<file path="src/rtl/alu_sched_pkg.sv">
// Shared state type and field widths for the ALU scheduler slice.
package alu_sched_pkg;

    localparam int unsigned ALU_FW    = 4;
    localparam int unsigned ALU_FLAGW = 4;
    localparam int unsigned OPS_CNTW  = 16;

    typedef enum logic [1:0] {
        IDLE = 2'd0,
        EXEC = 2'd1,
        RESP = 2'd2
    } sched_state_e;

endpackage

</file>
<file path="src/rtl/rr_pick.sv">
// Combinational round-robin picker: first valid requester at or after ptr, modulo NREQ.
module rr_pick #(
    parameter int unsigned  NREQ = 4,
    localparam int unsigned IDW  = $clog2(NREQ)
) (
    input  logic [NREQ-1:0] req_valid,
    input  logic [IDW-1:0]  ptr,
    output logic [NREQ-1:0] grant,
    output logic [IDW-1:0]  grant_idx,
    output logic            any_valid
);

    logic [IDW:0]   sum;
    logic [IDW-1:0] idx;

    always_comb begin
        grant     = '0;
        grant_idx = '0;
        any_valid = 1'b0;
        sum       = '0;
        idx       = '0;
        for (int k = 0; k < NREQ; k++) begin
            // One extra bit so ptr + k never overflows before the modulo fold.
            sum = {1'b0, ptr} + (IDW + 1)'(k);
            if (sum >= (IDW + 1)'(NREQ)) begin
                sum = sum - (IDW + 1)'(NREQ);
            end
            idx = sum[IDW-1:0];
            if (!any_valid && req_valid[idx]) begin
                any_valid  = 1'b1;
                grant[idx] = 1'b1;
                grant_idx  = idx;
            end
        end
    end

endmodule

</file>
<file path="src/rtl/alu_scheduler.sv">
// Time-shares one external combinational ALU between NREQ requesters with round-robin
// arbitration and returns each result tagged with the requester ID.
module alu_scheduler
    import alu_sched_pkg::*;
#(
    parameter int unsigned  NREQ  = 4,
    parameter int unsigned  WIDTH = 32,
    localparam int unsigned IDW   = $clog2(NREQ)
) (
    input  logic                     clk,
    input  logic                     reset,
    input  logic [NREQ-1:0]          req_valid,
    output logic [NREQ-1:0]          req_ready,
    input  logic [NREQ*WIDTH-1:0]    req_a,
    input  logic [NREQ*WIDTH-1:0]    req_b,
    input  logic [NREQ*ALU_FW-1:0]   req_f,
    output logic [WIDTH-1:0]         alu_a,
    output logic [WIDTH-1:0]         alu_b,
    output logic [ALU_FW-1:0]        alu_f,
    input  logic [WIDTH-1:0]         alu_y,
    input  logic [ALU_FLAGW-1:0]     alu_zero,
    output logic                     rsp_valid,
    input  logic                     rsp_ready,
    output logic [IDW-1:0]           rsp_id,
    output logic [WIDTH-1:0]         rsp_y,
    output logic [ALU_FLAGW-1:0]     rsp_zero,
    output logic [OPS_CNTW-1:0]      ops_done
);

    sched_state_e    state_q, state_d;
    logic [IDW-1:0]  ptr_q, ptr_d;
    logic [NREQ-1:0] grant;
    logic [IDW-1:0]  grant_idx;
    logic            any_valid;
    logic            accept;
    logic            rsp_done;

    logic [WIDTH-1:0]  sel_a, sel_b;
    logic [ALU_FW-1:0] sel_f;

    rr_pick #(
        .NREQ(NREQ)
    ) u_rr_pick (
        .req_valid(req_valid),
        .ptr      (ptr_q),
        .grant    (grant),
        .grant_idx(grant_idx),
        .any_valid(any_valid)
    );

    // One-hot operand mux keyed by the grant vector.
    always_comb begin
        sel_a = '0;
        sel_b = '0;
        sel_f = '0;
        for (int unsigned i = 0; i < NREQ; i++) begin
            if (grant[i]) begin
                sel_a = req_a[i*WIDTH +: WIDTH];
                sel_b = req_b[i*WIDTH +: WIDTH];
                sel_f = req_f[i*ALU_FW +: ALU_FW];
            end
        end
    end

    assign ptr_d = (grant_idx == IDW'(NREQ - 1)) ? '0 : grant_idx + IDW'(1);

    // Ready is held low while reset is asserted so nothing appears accepted.
    always_comb begin
        state_d   = state_q;
        req_ready = '0;
        accept    = 1'b0;
        rsp_done  = 1'b0;
        unique case (state_q)
            IDLE: begin
                if (reset && any_valid) begin
                    req_ready = grant;
                    accept    = 1'b1;
                    state_d   = EXEC;
                end
            end
            EXEC: state_d = RESP;
            RESP: begin
                if (rsp_ready) begin
                    rsp_done = 1'b1;
                    state_d  = IDLE;
                end
            end
            default: state_d = IDLE;
        endcase
    end

    assign rsp_valid = (state_q == RESP);

    always_ff @(posedge clk) begin
        if (!reset) begin
            state_q  <= IDLE;
            ptr_q    <= '0;
            alu_a    <= '0;
            alu_b    <= '0;
            alu_f    <= '0;
            rsp_id   <= '0;
            rsp_y    <= '0;
            rsp_zero <= '0;
            ops_done <= '0;
        end else begin
            state_q <= state_d;
            if (accept) begin
                alu_a  <= sel_a;
                alu_b  <= sel_b;
                alu_f  <= sel_f;
                rsp_id <= grant_idx;
                ptr_q  <= ptr_d;
            end
            if (state_q == EXEC) begin
                rsp_y    <= alu_y;
                rsp_zero <= alu_zero;
            end
            if (rsp_done) begin
                ops_done <= ops_done + OPS_CNTW'(1);
            end
        end
    end

endmodule

</file>
<file path="config.mk">
export PLATFORM = sky130hd
export DESIGN_NAME = alu_scheduler
export DESIGN_NICKNAME = d
export VERILOG_FILES = /design/src/rtl/alu_sched_pkg.sv /design/src/rtl/rr_pick.sv /design/src/rtl/alu_scheduler.sv
export SDC_FILE = /design/constraint.sdc
export NUM_CORES = 1
export LEC_CHECK = 0
export BUFFER_PORTS_ARGS = -buffer_cell sky130_fd_sc_hd__buf_2
export CAP_MARGIN = 20
export CORE_AREA = 2 2 169 171
export DETAILED_ROUTE_END_ITERATION = 10
export DIE_AREA = 0 0 171 173
export PLACE_DENSITY = 0.66
export SLEW_MARGIN = 25
export SYNTH_ARGS = -nofsm -noshare
export SYNTH_HDL_FRONTEND = slang
export SYNTH_SLANG_ARGS = --single-unit
</file>
<file path="constraint.sdc">
create_clock -name clk -period 5.45 [get_ports clk]
set_input_delay 1.635 -clock clk [delete_from_list [all_inputs] [get_ports clk]]
set_output_delay 1.635 -clock clk [all_outputs]
set_load 0.01 [all_outputs]
</file>
### Word-level counts from Yosys, hierarchy flattened

Index checks and enable logic that the tools add are counted.

| storage, ports and cells | value |
|---|---|
| register bits after elaboration | 126 |
| latch bits | 0 |
| bits in writable memories | 0 |
| bits in read-only memories | 0 |
| input bits | 315 |
| output and inout bits | 127 |
| memories kept | 0 |

| operators by class | value |
|---|---|
| $add $sub $neg | 9 |
| multipliers | 0 |
| divide/modulo/power cells | 0 |
| magnitude comparators | 12 |
| equal/unequal tests | 5 |
| shift operators | 0 |
| muxes and demuxes | 54 |
| bitwise operators | 3 |
| reductions and logical operators | 13 |

Operator list:

| operator | number |
|---|---|
| $mux 32 | 8 |
| $mux 4 | 10 |
| $mux 2 | 11 |
| $add 16x1->16 const B | 1 |
| $mux 1 | 16 |
| $lt 2x3->1 const B | 4 |
| $or 4x4->4 | 3 |
| $ge 3x3->1 const B | 3 |
| $bmux 1 s2 | 4 |
| $demux 1 s2 | 4 |
| $ge 2x1->1 const B | 4 |
| $logic_and 1x1->1 | 8 |
| $sub 2x1->2 const B | 4 |
| $add 2x2->3 const B | 2 |
| $pmux 2 s3 | 1 |
| $eq 2x2->1 const B | 2 |
| $add 2x1->3 const B | 1 |
| $ge 2x3->1 const B | 1 |
| $logic_not 1->1 | 3 |
| $add 2x1->2 const B | 1 |
| $eq 2x1->1 const B | 1 |
| $logic_not 2->1 | 1 |
| $ne 2x1->1 const B | 1 |
| $ne 2x2->1 const B | 1 |
| $reduce_and 2->1 | 1 |

### Logic depth before layout (Yosys ltp)

Gate-level depths: netlist of the first run.

| logic depth | value |
|---|---|
| depth in word-level cells | 18 |
| depth in mapped cells | 14 |
| mapped depth without buffers | 8 |

### Modules after synthesis

A second synthesis of the first run with hierarchy kept.

| second synthesis, totals | value |
|---|---|
| cell total of the unflattened synthesis | 862 |
| area, all modules | 6722.7 um2 |

By module, submodules not included:

| module | instances | cells each | area an instance (um2) | sequential area each (um2) |
|---|---|---|---|---|
| alu_scheduler | 1 | 817 | 6303.5 | 2522.4 |
| rr_pick | 1 | 45 | 419.2 | 0.0 |

### Least setup slack after synthesis of the first run

OpenSTA, ideal clock, no wires.

| path | value |
|---|---|
| path type | in2out |
| from | input req_valid[0] |
| to | output req_ready[0] |
| arrival time | 3.564 ns |
| setup slack | 0.251 ns |
| cell stages on the path | 8 |
| buffers on the path | 3 |
| cell sequence | or3b_2 -> a2111oi_2 -> or3_1 -> a221o_1 -> buf_2 -> buf_4 -> buf_2 -> and2_1 |

| on the way | value |
|---|---|
| longest elaborated chain between the ends | 15 |
| elaborated cells between the ends (all ways) | 28 |
| those cells by class | mux (18); bitwise (3); reduce/logical (7) |

RTL lines:

| element | RTL line | text |
|---|---|---|
| start: declaration | alu_scheduler.sv:12 | `input logic [NREQ-1:0] req_valid,` |
| $bmux 1 s2 | rr_pick.sv:29 | `if (!any_valid && req_valid[idx]) begin` |
| $mux 1 (not written as such) | rr_pick.sv:29 |  |
| $mux 1 | rr_pick.sv:29 |  |
| $logic_not 1->1 | rr_pick.sv:29 |  |
| $logic_and 1x1->1 | rr_pick.sv:29 |  |
| $mux 1 | rr_pick.sv:29 |  |
| $logic_not 1->1 | rr_pick.sv:29 |  |
| $logic_and 1x1->1 | rr_pick.sv:29 |  |
| $mux 1 | rr_pick.sv:29 |  |
| $logic_not 1->1 | rr_pick.sv:29 |  |
| $logic_and 1x1->1 | rr_pick.sv:29 |  |
| $mux 1 | rr_pick.sv:29 |  |
| $logic_and 1x1->1 | alu_scheduler.sv:75 | `if (reset && any_valid) begin` |
| $mux 4 * | alu_scheduler.sv:75 |  |
| $mux 4 * | alu_scheduler.sv:73 | `unique case (state_q)` |
| end: declaration | alu_scheduler.sv:13 | `output logic [NREQ-1:0] req_ready,` |

Mark *: on every way between the ends. The rest lies on a longest branch, timed or not. The select of a mux whose other input is x is not followed.

### Worst setup path after layout of the first run

| path | value |
|---|---|
| from | input req_valid[2] |
| to | output req_ready[0] |

The elaborated chain is that of the path after synthesis.

==> results of run 1 <==
-- metrics by stage --
step	instance area, sq um	cells
after floorplan	7787	974
after global placement	10190	1702
after detailed placement	10190	1702
after CTS	10790	1734
after global routing	10800	1739
final	10800	1739
-- routing by layer --
metal | track usage (%) | wire length (microns) | vias up
li1 | - | - | 4355
met1 | 25.75 | 13610 | 4350
met2 | 36.91 | 16230 | 484
met3 | 5.516 | 2937 | 46
met4 | 8.616 | 768 | 2
met5 | 0 | 13 | -
-- power groups by stage --
| stage | Clock [mW] | Combinational (mW) | Sequential [mW] |
|---|---|---|---|
| after floorplan | 0 | 1.78 | 1.47 |
| after global placement | 0 | 2.92 | 1.34 |
| after detailed placement | 0 | 2.92 | 1.35 |
| after CTS | 1.24 | 2.94 | 1.34 |
| after global routing | 1.28 | 3.19 | 1.37 |
| final | 1.20 | 2.94 | 1.34 |
-- layout by cell type (no fill, tap or decap), types with 6 or more instances in the layout --
cell,Yosys,final
xnor2_1,10,10
and2_1,14,14
o21ai_1,20,20
nor2b_1,7,6
inv_1,74,73
a21boi_0,40,40
buf_2,34,440
a221oi_1,59,59
ha_1,8,8
dfxtp_1,126,126
o21ai_0,121,121
buf_4,1,21
a221oi_2,9,9
clkbuf_16,0,17
o2111ai_1,68,68
nor2_1,8,8
a211oi_1,68,68
nand2_1,88,87
nand2b_1,74,74
-- worst reg2reg max path, cell delays in order (launching register included) --
cell,delay [ps]
dfxtp_1,340
inv_1,120
ha_1,470
or3b_2,520
a2111oi_2,470
o31a_2,210
buf_4,670
a211oi_1,190
a221oi_1,500
o21ai_0,160
-- sequential cells by signal, indices dropped and copies added (netlist names), named ones only --
| name | count |
|---|---|
| alu_a | 32 |
| alu_b | 32 |
| rsp_y | 32 |
| ops_done | 16 |
| alu_f | 4 |
| rsp_zero | 4 |
| rsp_id | 2 |
| state_q | 2 |
| ptr_q | 1 |
-- final cells by class --
class	instances	area share [%]
antenna	5	0.1158
clock buffer	19	4.101
clock inverter	13	1.437
inverter	74	2.595
multi-input combinational	662	41.98
sequential	126	23.35
tap	378	4.379
timing repair buffer	462	22.03
-- final timing paths --
check | slack [ps] | end | cells after the start | from
max reg2reg | 1680 | alu_b[0]$_SDFFE_PN0P_ | 9 | ptr_q[1]$_SDFFE_PN0P_
min reg2reg | 460 | rsp_y[2]$_SDFFE_PN0N_ | 2 | rsp_y[2]$_SDFFE_PN0N_
min | 460 | rsp_y[2]$_SDFFE_PN0N_ | 2 | rsp_y[2]$_SDFFE_PN0N_
max | 310 | req_ready[0] | 7 | req_valid[2]
-- kinds of logic after synthesis --
logic type,count (synthesis),synth area share [%]
simple gates,221,14.70
xor+xnor,14,1.574
mux,8,1.591
fa+ha+maj,8,1.285
compound gates,411,38.38
flops,126,32.39
buf+inv,186,10.07
==> results by group, run 1 <==
Clock tree
  – Num CTS Buffers: 17
  – CTS H-tree lvls: 4
  – Cts hold-fix bufs: 0
  – Clk_lat worst skew: 420 ps
  – CTS tree: built
  – Post-cts sizing count: 0
  – Clk slew on worst S/H paths: 60 ps
  – Clock buffer depth: 2
  – Clk root buf: clkbuf_16
  – # clock sinks: 126
  – Post-CTS Setup Repair Bufs: 0

Timing
  – Endpoints failing setup: 0
  – Hold_ws: 460.1 ps
  – Final Hold Viols: 0
  – Tmin final: 5136 ps
  – TNS Setup: 0 ps
  – Least-Margin Pin Slew: 955.9 ps
  – Final Cycle Share: 94.25%
  – Max_slew headroom: 36.28%
  – RSZ-0062 raised after global routing: false
  – Slack of the critical path: 313.6 ps
  – Clock skew: 20.12 ps
  – Final Max Slew Viols: 0
  – Max Freq: 0.1947 GHz

Detailed routing
  – Post-route ant nets: 0
  – Via/cell ratio: 5.312
  – DR vias: 9237
  – Drt pass-1 iters: 7
  – Routed length per placed instance: 19.30 microns
  – Initial detailed-routing violation count: 561
  – WL final: 33.57 mm
  – Drt drc: 0

GRT
  – Overflow after GRT: 0
  – First-pass GRT wire length: 50.18 mm
  – Total GRT Usage: 21.63%
  – Number of global-route vias before repair: 8895
  – Pin count of the biggest net entering global routing: 74
  – Initial antenna violation count: 6

Setup path
  – CP bufs+invs: 2
  – Peak per-stage delay on the critical path: 470 ps
  – CP cell instances: buf_2, or3b_2, a2111oi_2, or3_1, a221o_4, and2_1, buf_2
  – Worst EP arrival: 3500 ps
  – Crit path kind: in2out
  – Worst path top cell family by delay: simple AND/OR/NAND/NOR gates
  – Cell mode on critical path: buf_2
  – Crit start category: input port
  – CP endpoint kind: primary output
  – Worst path slowest cell: or3b_2
  – Crit Path Max Fanout: 13
  – Worst Path Required: 3820 ps

Synthesis
  – Async SR Flop Fraction: 0%
  – FF+latch count, synth: 126
  – Most used DFF post-synth: dfxtp_1
  – Syn Inst Count: 974
  – Post-synth EDFFs: 0
  – Mapped cell area: 7787 sq um
  – Synth Area per Inst: 7.995 sq um
  – Area contributors post-synth: dfxtp_1 32%, o21ai_0 7.8%, o2111ai_1 7.6%
  – Sequential share of the synthesized area: 32.39%
  – Ys Warns: 0
  – Count leader, synth: dfxtp_1
  – Synth cell count leaders: 126 x dfxtp_1, 121 x o21ai_0, 88 x nand2_1
  – Synth Net Count: 1297
  – Area leader, netlist: dfxtp_1
  – Synth top area share: 32.39%
  – Cell variety after synth: 58

Die
  – Core area: 27630 sq um
  – Die area: 29580 sq um
  – Die height: 173 microns
  – Starting Density: 28.19%
  – # IOs: 442
  – Die span in x: 171 microns
  – Row count: 61

Final layout
  – Area growth syn-to-layout: 38.69%
  – Nets: 1666
  – Ratio of cells with drive above 1 in the final layout: 38.50%
  – Register Area: 2522 sq um
  – Final core occ: 39.09%
  – FILL cells: 2937
  – Area occupied by multi-input gates: 4534 sq um

Place
  – Placer congestion estimate: 0.9099
  – DP HPWL: 22.97 mm
  – Setup slack at placement: 338.7 ps
  – Port Buffers: 441

Power
  – Seq pwr share: 24.4%
  – Max VDD drop: 0.6021 mV
  – Cell leakage power: 4.783 nW
  – Pwr/cell area: 507.7 nW/um^2
  – Total power: 5.483 mW
  – Psw: 2.552 mW
  – Clock share of power: 22.0%
  – Int Pwr: 2.931 mW
  – Combinational power share: 53.6%
  – Sw Share: 46.55%

Outcome
  – Status: finished, final reports clean

Run
  – Maxcap violations: 0

Min path
  – Worst hold path type: reg2reg
No activity file was read; power rests on OpenSTA's default activity.
==> run 2, diff against run 1 <==
CORE_AREA = 4 4 169 171   (was 2 2 169 171)
DIE_AREA = 0 0 173 175   (was 0 0 171 173)
PLACE_DENSITY = 0.63   (was 0.66)
SYNTH_HIERARCHICAL = 1   (was not set)
==> results by group, run 2 <==
Final layout
  – Largest regs: alu_a (32), alu_b (32), rsp_y (32)
  – Most common cell after layout, fill and taps aside: buf_2
  – Commonest cells after routing, fill and taps aside: 441 x buf_2, 152 x nand2_1, 126 x dfxtp_1
  – Area growth syn-to-layout: 45.60%
  – Final cell count without fillers: 1603
  – Ratio of cells with drive above 1 in the final layout: 39.65%
  – Nets: 1570

Synthesis
  – Synth Net Count: 1184
  – Post-synth EDFFs: 0
  – Sequential share of the synthesized area: 37.52%
  – Most used DFF post-synth: dfxtp_1
  – Area contributors post-synth: dfxtp_1 38%, a211o_1 8.9%, a221oi_1 8.9%
  – Ys Warns: 6
  – Synth cell count leaders: 152 x nand2_1, 126 x dfxtp_1, 74 x inv_1
  – FF+latch count, synth: 126
  – Async SR Flop Fraction: 0%
  – Synth Area per Inst: 7.799 sq um
  – Synth top area share: 37.52%
  – Area leader, netlist: dfxtp_1
  – Syn Inst Count: 862
  – Cell variety after synth: 45
  – Count leader, synth: nand2_1
  – Mapped cell area: 6723 sq um

Die
  – # IOs: 442
  – Die height: 175 microns
  – Die span in x: 173 microns
  – Die area: 30280 sq um
  – Core area: 26880 sq um
  – Starting Density: 25.01%
  – Row count: 60

Detailed routing
  – Post-route ant nets: 0
  – Routed length per placed instance: 17.66 microns
  – WL final: 28.31 mm
  – Initial detailed-routing violation count: 537
  – Drt pass-1 iters: 4
  – Via/cell ratio: 5.029
  – DR vias: 8062
  – Drt drc: 0

GRT
  – Number of global-route vias before repair: 7551
  – First-pass GRT wire length: 42.32 mm
  – Total GRT Usage: 17.37%
  – Pin count of the biggest net entering global routing: 137
  – Overflow after GRT: 0
  – Initial antenna violation count: 2

Clock tree
  – Clk_lat worst skew: 410 ps
  – Num CTS Buffers: 17
  – Clock buffer depth: 2
  – Clk root buf: clkbuf_16
  – Post-CTS Setup Repair Bufs: 0
  – Post-cts sizing count: 0
  – CTS H-tree lvls: 4
  – # clock sinks: 126
  – Cts hold-fix bufs: 0
  – CTS tree: built
  – Clk slew on worst S/H paths: 60 ps

Power
  – Cell leakage power: 4.683 nW
  – Max VDD drop: 0.3266 mV
  – Total power: 5.094 mW
  – Pwr/cell area: 520.5 nW/um^2

Setup path
  – Crit Path Max Fanout: 10
  – Crit path kind: in2out
  – Worst EP arrival: 3440 ps
  – CP endpoint kind: primary output
  – Cell mode on critical path: buf_2
  – Worst path top cell family by delay: multiplexers
  – Crit start category: input port
  – CP bufs+invs: 2
  – CP cell instances: buf_2, mux4_2, and2b_2, a22oi_1, o21ai_0, and2_1, buf_2
  – Worst Path Required: 3820 ps
  – Peak per-stage delay on the critical path: 600 ps
  – Worst path slowest cell: mux4_2

Outcome
  – Status: finished, final reports clean

Timing
  – Final Max Slew Viols: 0
  – Max Freq: 0.1971 GHz
  – Final Hold Viols: 0
  – Endpoints failing setup: 0
  – Hold_ws: 449.6 ps
  – TNS Setup: 0 ps
  – Clock skew: 12.22 ps
  – Max_slew headroom: 39.45%
  – Tmin final: 5074 ps
  – Least-Margin Pin Slew: 907.0 ps
  – RSZ-0062 raised after global routing: false
  – Final Cycle Share: 93.10%

Min path
  – Worst hold path type: reg2reg

Place
  – DP HPWL: 20.85 mm
  – Placer congestion estimate: 0.8333
  – Port Buffers: 441
  – Placed insts: 1570

Run
  – Maxcap violations: 0
run 2: worst min-delay path, delay by kind of cell, from the launching register on:
family             cells  cell delay, ps
AOI/OAI and AO/OA      1              50
and+or+nand+nor        1              50
DFF                    1             310
run 2: cell families (layout without fill, tap and decap cells):
logic type | Yosys count | after routing | synth area share [%]
compound gates | 344 | 344 | 35.06
xor+xnor | 8 | 8 | 1.042
fa+ha+maj | 7 | 7 | 1.303
buf+inv | 161 | 560 | 9.343
flops | 126 | 126 | 37.52
mux | 9 | 9 | 2.233
other cells | 0 | 1 | 0
simple gates | 207 | 207 | 13.49
run 2: final timing paths:
| check | startpoint | to | slack, ps | cells after the start |
|---|---|---|---|---|
| setup / recovery | req_valid[2] | req_ready[0] | 380 | 7 |
| hold / removal | rsp_y[26]$_SDFFE_PN0N_ | rsp_y[26]$_SDFFE_PN0N_ | 450 | 2 |
| setup reg to reg | ptr_q[0]$_SDFFE_PN0P_ | alu_b[23]$_SDFFE_PN0P_ | 1230 | 12 |
| hold reg to reg | rsp_y[26]$_SDFFE_PN0N_ | rsp_y[26]$_SDFFE_PN0N_ | 450 | 2 |
run 2: layout make-up:
class,instances,area [sq um]
Fill cell,2870,17090
Multi-Input combinational cell,575,3621
Sequential cell,126,2522
Timing Repair Buffer,453,2322
Tap cell,341,426.7
Clock buffer,17,425.4
Inverter,75,281.5
Clock inverter,15,186.4
Antenna cell,1,2.502
run 2: routing by layer:
metal  global-route usage, %  vias up  routed length (microns)
met2                   29.02      363                    13580
met5                       0        -                       13
li1                        -     3930                        -
met4                   5.587        2                      587
met3                   5.063       32                     2207
met1                   21.61     3735                    11920
run 2: through the flow:
stage | setup WS [ps] | instance area (sq um) | util (%)
3_3_place_gp | 300.9 | 9174 | 34.13
3_5_place_dp | 327.3 | 9174 | 34.13
2_1_floorplan | 190.4 | 6723 | -
4_1_cts | 331.1 | 9786 | 36.41
5_1_grt | 303.8 | 9788 | 36.42
6_report | 375.9 | 9788 | 36.42
run 2: report_power, final:
part | switching, mW | internal [mW]
Sequential | 0.119 | 1.13
Combinational | 1.52 | 1.11
Clock | 0.491 | 0.728
Total | 2.13 | 2.96
